File: src/rtl/lsu_byte_master.sv
// Byte-serial load/store initiator: one op becomes 1/2/4 req/ack byte transactions, then a done pulse.
// Optional MISALIGN_TRAP_EN: misaligned H/W ops finish with no memory traffic and pulse misalign_o.
module lsu_byte_master #(
   parameter int          ADDR_W    = 16,
   parameter logic [31:0] BASE_ADDR = 32'h0010_0000
) (
   input  logic              clk_i,
   input  logic              rst_i,
   input  logic              start_i,
   input  logic              is_load_i,
   input  logic              is_store_i,
   input  logic [5:0]        alucode_i,
   input  logic [31:0]       rs1_data_i,
   input  logic [31:0]       imm_i,
   input  logic [31:0]       rs2_data_i,
   output logic              busy_o,
   output logic              done_o,
   output logic [31:0]       rd_data_o,
   output logic              mem_req_o,
   output logic              mem_we_o,
   output logic [ADDR_W-1:0] mem_addr_o,
   output logic [7:0]        mem_wdata_o,
   input  logic              mem_ack_i,
   input  logic [7:0]        mem_rdata_i
`ifdef MISALIGN_TRAP_EN
   ,
   output logic              misalign_o
`endif
);

   // alucode encoding shared with the execute stage
   localparam logic [5:0] ALU_LB  = 6'd24;
   localparam logic [5:0] ALU_LH  = 6'd25;
   localparam logic [5:0] ALU_LW  = 6'd26;
   localparam logic [5:0] ALU_LBU = 6'd27;
   localparam logic [5:0] ALU_LHU = 6'd28;
   localparam logic [5:0] ALU_SB  = 6'd29;
   localparam logic [5:0] ALU_SH  = 6'd30;
   localparam logic [5:0] ALU_SW  = 6'd31;

   localparam logic [1:0] S_IDLE = 2'd0;
   localparam logic [1:0] S_XFER = 2'd1;
   localparam logic [1:0] S_DONE = 2'd2;

   logic [1:0]        state_q, state_d;
   logic [ADDR_W-1:0] base_q, base_d;
   logic [1:0]        idx_q, idx_d;
   logic [1:0]        last_q, last_d;
   logic              store_q, store_d;
   logic              sext_q, sext_d;
   logic [31:0]       wdata_q, wdata_d;
   logic [31:0]       bytes_q, bytes_d;
   logic [31:0]       rd_q, rd_d;

   logic [ADDR_W-1:0] base_calc;
   logic              op_ok, op_sext, op_go;
   logic [1:0]        op_last;

   function automatic logic [31:0] extend(input logic [31:0] b, input logic [1:0] last,
                                          input logic sx);
      logic [31:0] r;
      case (last)
         2'd0:    r = sx ? {{24{b[7]}}, b[7:0]}   : {24'd0, b[7:0]};
         2'd1:    r = sx ? {{16{b[15]}}, b[15:0]} : {16'd0, b[15:0]};
         default: r = b;
      endcase
      return r;
   endfunction

   assign base_calc = ADDR_W'(rs1_data_i + imm_i - BASE_ADDR);

   // op_last is the index of the final byte (nbytes-1); store wins when both flags are set
   always_comb begin
      op_ok   = 1'b0;
      op_last = 2'd0;
      op_sext = 1'b0;
      if (is_store_i) begin
         case (alucode_i)
            ALU_SB:  op_ok = 1'b1;
            ALU_SH:  begin op_ok = 1'b1; op_last = 2'd1; end
            ALU_SW:  begin op_ok = 1'b1; op_last = 2'd3; end
            default: op_ok = 1'b0;
         endcase
      end else begin
         case (alucode_i)
            ALU_LB:  begin op_ok = 1'b1; op_sext = 1'b1; end
            ALU_LBU: op_ok = 1'b1;
            ALU_LH:  begin op_ok = 1'b1; op_last = 2'd1; op_sext = 1'b1; end
            ALU_LHU: begin op_ok = 1'b1; op_last = 2'd1; end
            ALU_LW:  begin op_ok = 1'b1; op_last = 2'd3; end
            default: op_ok = 1'b0;
         endcase
      end
   end

`ifdef MISALIGN_TRAP_EN
   logic mis_q, mis_d, op_mis;
   assign op_mis = op_ok && ((op_last == 2'd1 && base_calc[0]) ||
                             (op_last == 2'd3 && base_calc[1:0] != 2'b00));
   assign op_go  = op_ok && !op_mis;
   assign misalign_o = done_o && mis_q;
`else
   assign op_go = op_ok;
`endif

   always_comb begin
      state_d = state_q;
      base_d  = base_q;
      idx_d   = idx_q;
      last_d  = last_q;
      store_d = store_q;
      sext_d  = sext_q;
      wdata_d = wdata_q;
      bytes_d = bytes_q;
      rd_d    = rd_q;
`ifdef MISALIGN_TRAP_EN
      mis_d   = mis_q;
`endif
      case (state_q)
         S_IDLE: begin
            if (start_i && (is_load_i || is_store_i)) begin
               base_d  = base_calc;
               idx_d   = 2'd0;
               last_d  = op_last;
               store_d = is_store_i;
               sext_d  = op_sext;
               wdata_d = rs2_data_i;
               bytes_d = 32'd0;
`ifdef MISALIGN_TRAP_EN
               mis_d   = op_mis;
`endif
               if (op_go) begin
                  state_d = S_XFER;
               end else begin
                  state_d = S_DONE;
                  rd_d    = 32'd0;
               end
            end
         end
         S_XFER: begin
            if (mem_ack_i) begin
               bytes_d[{idx_q, 3'b000} +: 8] = mem_rdata_i;
               idx_d = idx_q + 2'd1;
               if (idx_q == last_q) begin
                  state_d = S_DONE;
                  rd_d    = store_q ? 32'd0 : extend(bytes_d, last_q, sext_q);
               end
            end
         end
         default: state_d = S_IDLE;
      endcase
   end

   always_ff @(posedge clk_i) begin
      if (rst_i) begin
         state_q <= S_IDLE;
         base_q  <= '0;
         idx_q   <= 2'd0;
         last_q  <= 2'd0;
         store_q <= 1'b0;
         sext_q  <= 1'b0;
         wdata_q <= 32'd0;
         bytes_q <= 32'd0;
         rd_q    <= 32'd0;
`ifdef MISALIGN_TRAP_EN
         mis_q   <= 1'b0;
`endif
      end else begin
         state_q <= state_d;
         base_q  <= base_d;
         idx_q   <= idx_d;
         last_q  <= last_d;
         store_q <= store_d;
         sext_q  <= sext_d;
         wdata_q <= wdata_d;
         bytes_q <= bytes_d;
         rd_q    <= rd_d;
`ifdef MISALIGN_TRAP_EN
         mis_q   <= mis_d;
`endif
      end
   end

   // address/data are pure functions of held registers, so they stay stable through wait states
   assign busy_o      = (state_q != S_IDLE);
   assign done_o      = (state_q == S_DONE);
   assign rd_data_o   = rd_q;
   assign mem_req_o   = (state_q == S_XFER);
   assign mem_we_o    = (state_q == S_XFER) && store_q;
   assign mem_addr_o  = base_q + ADDR_W'(idx_q);
   assign mem_wdata_o = wdata_q[{idx_q, 3'b000} +: 8];

endmodule
File: config.mk
export PLATFORM = sky130hd
export DESIGN_NAME = lsu_byte_master
export DESIGN_NICKNAME = d
export VERILOG_FILES = /design/src/rtl/lsu_byte_master.sv
export SDC_FILE = /design/constraint.sdc
export NUM_CORES = 1
export LEC_CHECK = 0
export BUFFER_PORTS_ARGS = -buffer_cell sky130_fd_sc_hd__buf_2
export CORE_ASPECT_RATIO = 0.9
export CORE_MARGIN = 2
export CORE_UTILIZATION = 30
export DETAILED_ROUTE_END_ITERATION = 10
export PLACE_DENSITY = 0.57
export SYNTH_ARGS = -nofsm -noshare
export SYNTH_HDL_FRONTEND = slang
export SYNTH_SLANG_ARGS = --single-unit
File: constraint.sdc
create_clock -name clk_i -period 4.29 [get_ports clk_i]
set_input_delay 0.2145 -clock clk_i [delete_from_list [all_inputs] [get_ports clk_i]]
set_output_delay 0.2145 -clock clk_i [all_outputs]
set_load 0.02 [all_outputs]
======== Word-level counts from Yosys, hierarchy flattened ========
Index checks and enable logic that the tools add are counted.
operators by class
  add/subtract/negate cells ............... 5
  equality and inequality tests ........... 16
  shift operators ......................... 3
  muxes and demuxes ....................... 29
  reductions and logical operators ........ 15
operator list
  cell                      number
  $mux W32                  9
  $pmux W32 S2              3
  $eq A6 B5 Y1 const B      8
  $bwmux W32                1
  $shift A8 B7 Y32 const A  1
  $shiftx A32 B6 Y8         1
  $shiftx A8 B7 Y32         1
  $add A16 B16 Y16          1
  $add A16 B2 Y16           1
  $pmux W2 S2               4
  $sub A16 B1 Y16 const B   1
  $mux W2                   7
  $neg A5 Y7                1
  $reduce_and A3 Y1         2
  $mux W1                   5
  $reduce_and A5 Y1         1
  $reduce_or A5 Y1          1
  $eq A2 B1 Y1 const B      2
  $logic_not A2 Y1          2
  $ne A2 B1 Y1 const B      2
  $ne A2 B2 Y1 const B      2
  $reduce_bool A2 Y1        2
  $reduce_or A2 Y1          2
  $reduce_or A3 Y1          1
  other kinds (6)           7
storage, ports and cells
  flip-flop bits (word level) ............. 120
  input bits .............................. 116
  output and inout bits ................... 60

======== Longest topological paths before layout ========
Gate-level depths: netlist of run 1.
  depth in word-level cells ............... 9
  mapped depth ............................ 11
  mapped depth without buffers ............ 8

======== Worst setup path before layout of run 1 ========
Ideal clock, no wire load.
  path type ............................... register -> register
  from .................................... register idx_q[0]
  to ...................................... register rd_q[21] (netlist: rd_data_o[21])
  setup time .............................. 68 ps
  arrival time ............................ 2490 ps
  setup slack ............................. 1732 ps
  stages on the path, launching flop included .. 12
  cell sequence ........................... dfxtp_1 > buf_2 > buf_2 > inv_1 > ha_1 > buf_2 > nor2_1 > a311oi_1 > a211oi_1 > o21ai_4 > buf_6 > o2bb2ai_2
on the way
  longest elaborated chain between the ends .. 9
  elaborated cells between the ends (all ways) .. 14
  those cells by class .................... 1 x add/sub; 2 x eq/ne; 2 x shift; 8 x mux; 1 x reduce/logical
ends and longest elaborated chain
  what                                                          RTL line  RTL
  start, declared                                               47        logic [1:0] idx_q, idx_d;
  start signal, assigned                                        171       idx_q <= idx_d;
  $neg A5 Y7                                                    142       bytes_d[{idx_q, 3'b000} +: 8] = mem_rdata_i;
  $shiftx A8 B7 Y32 / $shift A8 B7 Y32 (equally long branches)  142
  $bwmux W32                                                    142
  $mux W32, on equally long branches                            64, 63
  $pmux W32 S2                                                  62        case (last)
  $mux W32                                                      146       rd_d = store_q ? 32'd0 : extend(bytes_d, last_q, sext_q);
  $mux W32                                                      144       if (idx_q == last_q) begin
  $mux W32                                                      141       if (mem_ack_i) begin
  $pmux W32 S2                                                  119       case (state_q)
  end signal, assigned                                          177       rd_q <= rd_d;
  end, declared                                                 53        logic [31:0] rd_q, rd_d;
Several ways; a longest one is shown, not always the timed one. The select of a mux whose other input is x is not followed.
A chain may end at the register's enable or synchronous reset.

======== Final worst setup path of run 1 ========
  from .................................... register idx_q[0]
  to ...................................... output mem_addr_o[12]
on the way
  longest elaborated chain between the ends .. 1
ends and longest elaborated chain
  what             RTL line  RTL
  $add A16 B2 Y16  190       assign mem_addr_o = base_q + ADDR_W'(idx_q);
  end, declared    21        output logic [ADDR_W-1:0] mem_addr_o,
Every way passes these cells.

==> reports/results.tsv, run 1 <==
metric	value	unit
result of the run	complete, no violations	
residual antenna-violating net count after detailed routing	0	
count of TritonRoute iterations in the first routing pass	6	
global routing usage summed across all routing layers	15.7	%
Mapped Area	6340	µm²
peak fanout along the critical path	6	
wire length of the first global-routing pass	27800	µm
final routed wire length divided by cell count	14.7	µm
met2 Use GR	24.5	%
classification of the worst-slack hold path	input pin to flip-flop	
Layout fillers	2214	
Post-Syn Nets	889	
Async SR Flop Fraction	0	%
gr busiest metal	met2	
multi-input logic area	3690	µm²
met1 Resource Use GR	20.4	%
hold violation total from the final report	0	
vias in the first global route	5345	
maximum buffer depth of the clock tree	2	
Max Clock Skew	9.97	ps
Chip Height	142	µm
Remaining Overflow, GRT	0	
data arrival time of the worst path	2790	ps
Detail Placement HPWL	12200	µm
met3 track utilization from global routing	5.41	%
antenna violations before repair	2	
width of the die	157	µm
pin count of the biggest net entering global routing	57	
leading register cell type out of synthesis	sky130_fd_sc_hd__dfxtp_1	
post-route cell area	7870	µm²
Register-to-Register Setup Slack	1690	ps
number of post-CTS setup repair buffers	0	
clock latency at the later pin of the worst-skew pair	420	ps
timing-limited maximum frequency	333	MHz
number of flops mapped to enable cells by yosys	0	
critical path type	flip-flop to output port	
crit end category	output port	
Max Slew Vio Count	0	
Synth Warn #	0	
quantity of gates resized following cts	0	
vias per cell	4.84	
cell area reported after detailed placement	7260	µm²
power density normalized to cell area	382	nW/µm²
number of sinks handled by clock tree synthesis	120	
max-slew headroom at the worst pin	40.1	%
Root Driver	sky130_fd_sc_hd__clkbuf_16	
unrepaired setup endpoints after global routing	no	
worst IR drop on VDD	244	µV
Starting Density	30.5	%
Netlist cell types	66	
last weighted congestion value of the routability-driven placer	0.826	
Cell Rows	50	
delay of the slowest critical-path stage	480	ps
cell-by-cell listing of the critical path	ha_1 > inv_1 > fa_1 > nor3_1 > nand3_1 > nor2_1 > xor2_1 > buf_2	
full die area	22300	µm²
vias after detailed routing	5662	
number of maximum-capacitance constraint violations	0	
final critical path time including I/O delays and setup	3000	ps
hold-fix buffers at CTS	0	
DRC violations left	0	
post-CTS clock slew at the launch and capture registers of the worst setup and hold paths	60	ps
depth of the CTS H-tree	4	
iteration-0 DRC count of the detailed router	271	
area of the core region	20800	µm²
number of ports placed on the die boundary	176	
synthesized instance count	749	
post-synthesis to final-layout area growth	24.1	%
setup_tns	0	ps
leakage power figure	3.23	nW
Post-Layout Cell Count	1171	
routed wire length	17200	µm
number of buffers inserted by port buffering	143	
count of state elements after synthesis	120	
cell count after placement	1138	
final net count	1011	
measured slew at the worst slew-check pin	898	ps
CP Launch Type	flip-flop	
crit share post-route	69.9	%
Slowest-stage cell, CP	sky130_fd_sc_hd__dfxtp_1	
CTS tree	yes	
most frequent cells in the layout	sky130_fd_sc_hd__buf_2 (143), sky130_fd_sc_hd__dfxtp_1 (120), sky130_fd_sc_hd__a21oi_1 (102)	
Post-Route Hold Slack	28.6	ps
leading cell type in the layout, fill and taps excluded	sky130_fd_sc_hd__buf_2	
# setup viols final	0	
share of final-layout standard cells stronger than drive strength 1	25.0	%
area taken by flip-flops and latches	2400	µm²
PnR Total Power	3.00	mW
CP Data Required Time	4080	ps
mean cell area of the mapped netlist	8.46	µm²
part of the Yosys area used for sequential elements	37.9	%
total clock buffers created by CTS	17	
per-layer routing:
metal | share of wire [%] | vias to the layer above
met1 | 47 | 2577
li1 | - | 2911
met2 | 45 | 148
met4 | 1.6 | 2
met3 | 6.7 | 24
met5 | 0.029 | -
layout make-up:
| class | count | area share, % |
|---|---|---|
| Clock buffer | 18 | 5.58 |
| Clock inverter | 14 | 2.08 |
| Antenna cell | 1 | 0.0318 |
| Timing Repair Buffer | 150 | 9.76 |
| Sequential cell | 120 | 30.5 |
| Multi-Input combinational cell | 571 | 46.9 |
| Tap cell | 286 | 4.55 |
| Inverter | 11 | 0.525 |
state kept, by name, indices dropped and copies added, names as in the netlist:
name	flops
sext_q	1
idx_q	2
bytes_q	32
store_q	1
last_q	2
wdata_q	32
base_q	16
state_q	2
rd_data_o	32
cells by family after synthesis:
logic type,synth area share [%]
AOI/OAI and AO/OA,22.7
buffers and inverters,4.10
muxes,3.16
xor gates and xnor gates,3.45
adders and majority gates,4.97
and+or+nand+nor,23.7
DFF,37.9
through the flow:
stage                     utilization [%]  worst slack, ps
final                                37.9             1290
after CTS                            37.9             1190
after global placement               35.0             1730
after global routing                 37.9             1040
after floorplan                         -             1730
after detailed placement             35.0             1650
critical path, delay by kind of cell (launching register included):
family | cells | cell delay (ps)
simple gates | 3 | 870
buf+inv | 2 | 230
fa+ha+maj | 2 | 660
flops | 1 | 480
xor+xnor | 1 | 140
synthesized netlist by cell type (all sizes together) (3+ instances only):
cell / n / area (µm²)
clkbuf: 24 / 90.1
o31ai: 6 / 50.1
nor2b: 34 / 213
a21oi: 103 / 519
mux4: 8 / 180
and3: 4 / 25.0
ha: 22 / 275
dfxtp: 120 / 2400
xnor2: 13 / 114
or2: 3 / 18.8
nand2b: 4 / 27.5
nand3: 11 / 60.1
a22oi: 6 / 45.0
nor2: 65 / 244
nand3b: 12 / 90.1
a21o: 5 / 37.5
o211ai: 7 / 52.6
and2: 22 / 145
a22o: 8 / 70.1
a211oi: 5 / 42.5
nor4bb: 9 / 90.1
o21ai: 26 / 141
o21a: 5 / 37.5
o2bb2ai: 23 / 264
buf: 23 / 129
xor2: 12 / 105
inv: 11 / 41.3
nor3: 22 / 115
a31oi: 12 / 75.1
nand2: 96 / 360
path summary, 6_finish.rpt:
| check | startpoint | to | cells past startpoint |
|---|---|---|---|
| worst min-delay path | rs2_data_i[12] | wdata_q[12] | 3 |
| worst max-delay path | idx_q[0] | mem_addr_o[12] | 8 |
| worst max register to register | idx_q[0] | rd_data_o[17] | 7 |
| worst min register to register | bytes_q[11] | bytes_q[11] | 2 |
power breakdown:
part,internal [mW],leakage [nW],switching (mW)
clock network,0.886,0.291,0.575
registers,1.15,0.974,0.0271
logic,0.141,1.96,0.224
total,2.18,3.23,0.826
(Power assumes the default switching activity.)
==> run 2, diff against run 1 <==
- clock period: 4.29 -> 3 ns (I/O delays scaled with it)
==> run 2 against run 1 <==
Effect of this change:
- sequential share of layout area decreased by 1.3 points
- combinational power increased by 54%
- core utilization increased by 1.7 points
- design area increased by 4.5%
- register-to-register slack got worse by 1200 ps
- critical path type unchanged
- largest cell class unchanged
==> reports/results.tsv, run 2 (synthesis gave the netlist of run 1 again) <==
metric	value	unit	change
final net count	1050		+3.9%
vias after detailed routing	5836		+3.1%
maximum buffer depth of the clock tree	2		unchanged
vias in the first global route	5505		+3.0%
depth of the CTS H-tree	4		unchanged
peak fanout along the critical path	3		-3
wire length of the first global-routing pass	28200	µm	+1.4%
full die area	22300	µm²	unchanged
result of the run	complete, no violations		
final routed wire length divided by cell count	14.6	µm	-0.46%
multi-input logic area	3690	µm²	-0.20%
area of the core region	20800	µm²	unchanged
crit end category	output port		
number of maximum-capacitance constraint violations	0		unchanged
Max Slew Vio Count	0		unchanged
most frequent cells in the layout	sky130_fd_sc_hd__buf_2 (143), sky130_fd_sc_hd__dfxtp_1 (120), sky130_fd_sc_hd__a21oi_1 (102)		
leading cell type in the layout, fill and taps excluded	sky130_fd_sc_hd__buf_2		
classification of the worst-slack hold path	input pin to flip-flop		
worst IR drop on VDD	349	µV	+43%
width of the die	157	µm	unchanged
Cell Rows	50		unchanged
critical path type	flip-flop to output port		
power density normalized to cell area	527	nW/µm²	+38%
measured slew at the worst slew-check pin	1090	ps	+193 ps
last weighted congestion value of the routability-driven placer	0.825		-0.19%
gr busiest metal	met2		
post-route cell area	8220	µm²	+4.5%
DRC violations left	0		unchanged
clock latency at the later pin of the worst-skew pair	420	ps	about the same
iteration-0 DRC count of the detailed router	297		+9.6%
post-synthesis to final-layout area growth	29.7	%	
cell area reported after detailed placement	7310	µm²	+0.62%
max-slew headroom at the worst pin	27.2	%	-13 points
CP Data Required Time	2850	ps	-1230 ps
routed wire length	17600	µm	+2.7%
crit share post-route	91.1	%	
area taken by flip-flops and latches	2400	µm²	unchanged
leakage power figure	3.39	nW	+5.1%
CTS tree	yes		
total clock buffers created by CTS	17		unchanged
Detail Placement HPWL	12100	µm	-0.75%
number of post-CTS setup repair buffers	0		unchanged
met1 Resource Use GR	20.8	%	+0.39 points
number of sinks handled by clock tree synthesis	120		unchanged
timing-limited maximum frequency	366	MHz	
residual antenna-violating net count after detailed routing	0		unchanged
antenna violations before repair	0		-2
Starting Density	30.5	%	unchanged
Chip Height	142	µm	unchanged
Layout fillers	2158		-2.5%
post-CTS clock slew at the launch and capture registers of the worst setup and hold paths	60	ps	about the same
met2 Use GR	26.0	%	+1.5 points
met3 track utilization from global routing	4.76	%	-0.64 points
final critical path time including I/O delays and setup	2730	ps	
setup_tns	0	ps	unchanged
number of ports placed on the die boundary	176		unchanged
Register-to-Register Setup Slack	480	ps	-1210 ps
pin count of the biggest net entering global routing	58		+1.8%
hold violation total from the final report	0		unchanged
Root Driver	sky130_fd_sc_hd__clkbuf_16		
share of final-layout standard cells stronger than drive strength 1	24.4	%	-0.60 points
Max Clock Skew	7.26	ps	-2.71 ps
data arrival time of the worst path	2580	ps	-210 ps
vias per cell	4.83		about the same
# setup viols final	0		unchanged
count of TritonRoute iterations in the first routing pass	7		+1
final cell utilization of the core	39.6	%	+1.7 points
Remaining Overflow, GRT	0		unchanged
total inserted antenna cells	0		-1
CP Launch Type	flip-flop		
unrepaired setup endpoints after global routing	no		
number of buffers inserted by port buffering	143		unchanged
global routing usage summed across all routing layers	16.0	%	+0.26 points
-- run 2: changes by cell type in the layout (fill, tap and decap cells not counted), sizes merged --
| cell | before | now |
|---|---|---|
| buf | 150 | 157 |
| bufinv | 2 | 3 |
| clkbuf | 18 | 20 |
| clkinvlp | 2 | 1 |
| diode | 1 | 0 |
| dlygate4sd3 | 0 | 32 |
| inv | 16 | 13 |
-- run 2: critical path: stages (launching register included) --
cell	delay (ps)
sky130_fd_sc_hd__dfxtp_1	380
sky130_fd_sc_hd__ha_1	190
sky130_fd_sc_hd__inv_1	50
sky130_fd_sc_hd__fa_1	420
sky130_fd_sc_hd__nor3_1	440
sky130_fd_sc_hd__nand3_1	210
sky130_fd_sc_hd__nor2_1	160
sky130_fd_sc_hd__xor2_1	140
sky130_fd_sc_hd__buf_2	170
-- run 2: power by group --
group | internal, mW | switching (mW) | total (mW)
clock | 1.33 | 0.761 | 2.09
sequential | 1.64 | 0.0394 | 1.68
combinational | 0.234 | 0.329 | 0.563
-- run 2: path summary, 6_finish.rpt --
kind / from / end / depth (start not counted)
worst min register to register: wdata_q[16] / wdata_q[16] / 2
worst min-delay path: is_store_i / store_q / 3
worst max register to register: idx_q[0] / rd_data_o[18] / 6
worst max-delay path: idx_q[0] / mem_addr_o[12] / 8
-- run 2: stage by stage --
stage / cells / hold WS (ps) / setup WS, ps / power [mW]
final: 1208 / 42.9 / 266 / 4.33
after global routing: 1208 / 49.5 / 65.2 / 4.51
after CTS: 1208 / 24.5 / 211 / 4.38
after detailed placement: 1145 / 397 / 450 / 2.25
after global placement: 1145 / 394 / 555 / 2.24
after floorplan: 749 / 286 / 442 / 2.06
-- run 2: metal layers --
metal / routed length, µm / part of all wire [%]
met5: 0 / 0
met4: 158 / 0.90
met3: 986 / 5.6
met2: 8160 / 46
met1: 8340 / 47
-- run 2: timing repair --
action                                 in CTS  in global routing
gates resized for setup                     0                  0
endpoints found under the hold margin      32                  0
hold buffers                               32                  0
-- run 2: layout make-up --
cell class,instances,area share (%)
Clock buffer,20,5.43
Inverter,11,0.502
Tap cell,286,4.35
Sequential cell,120,29.2
Multi-Input combinational cell,571,44.8
Timing Repair Buffer,189,13.9
Clock inverter,11,1.80
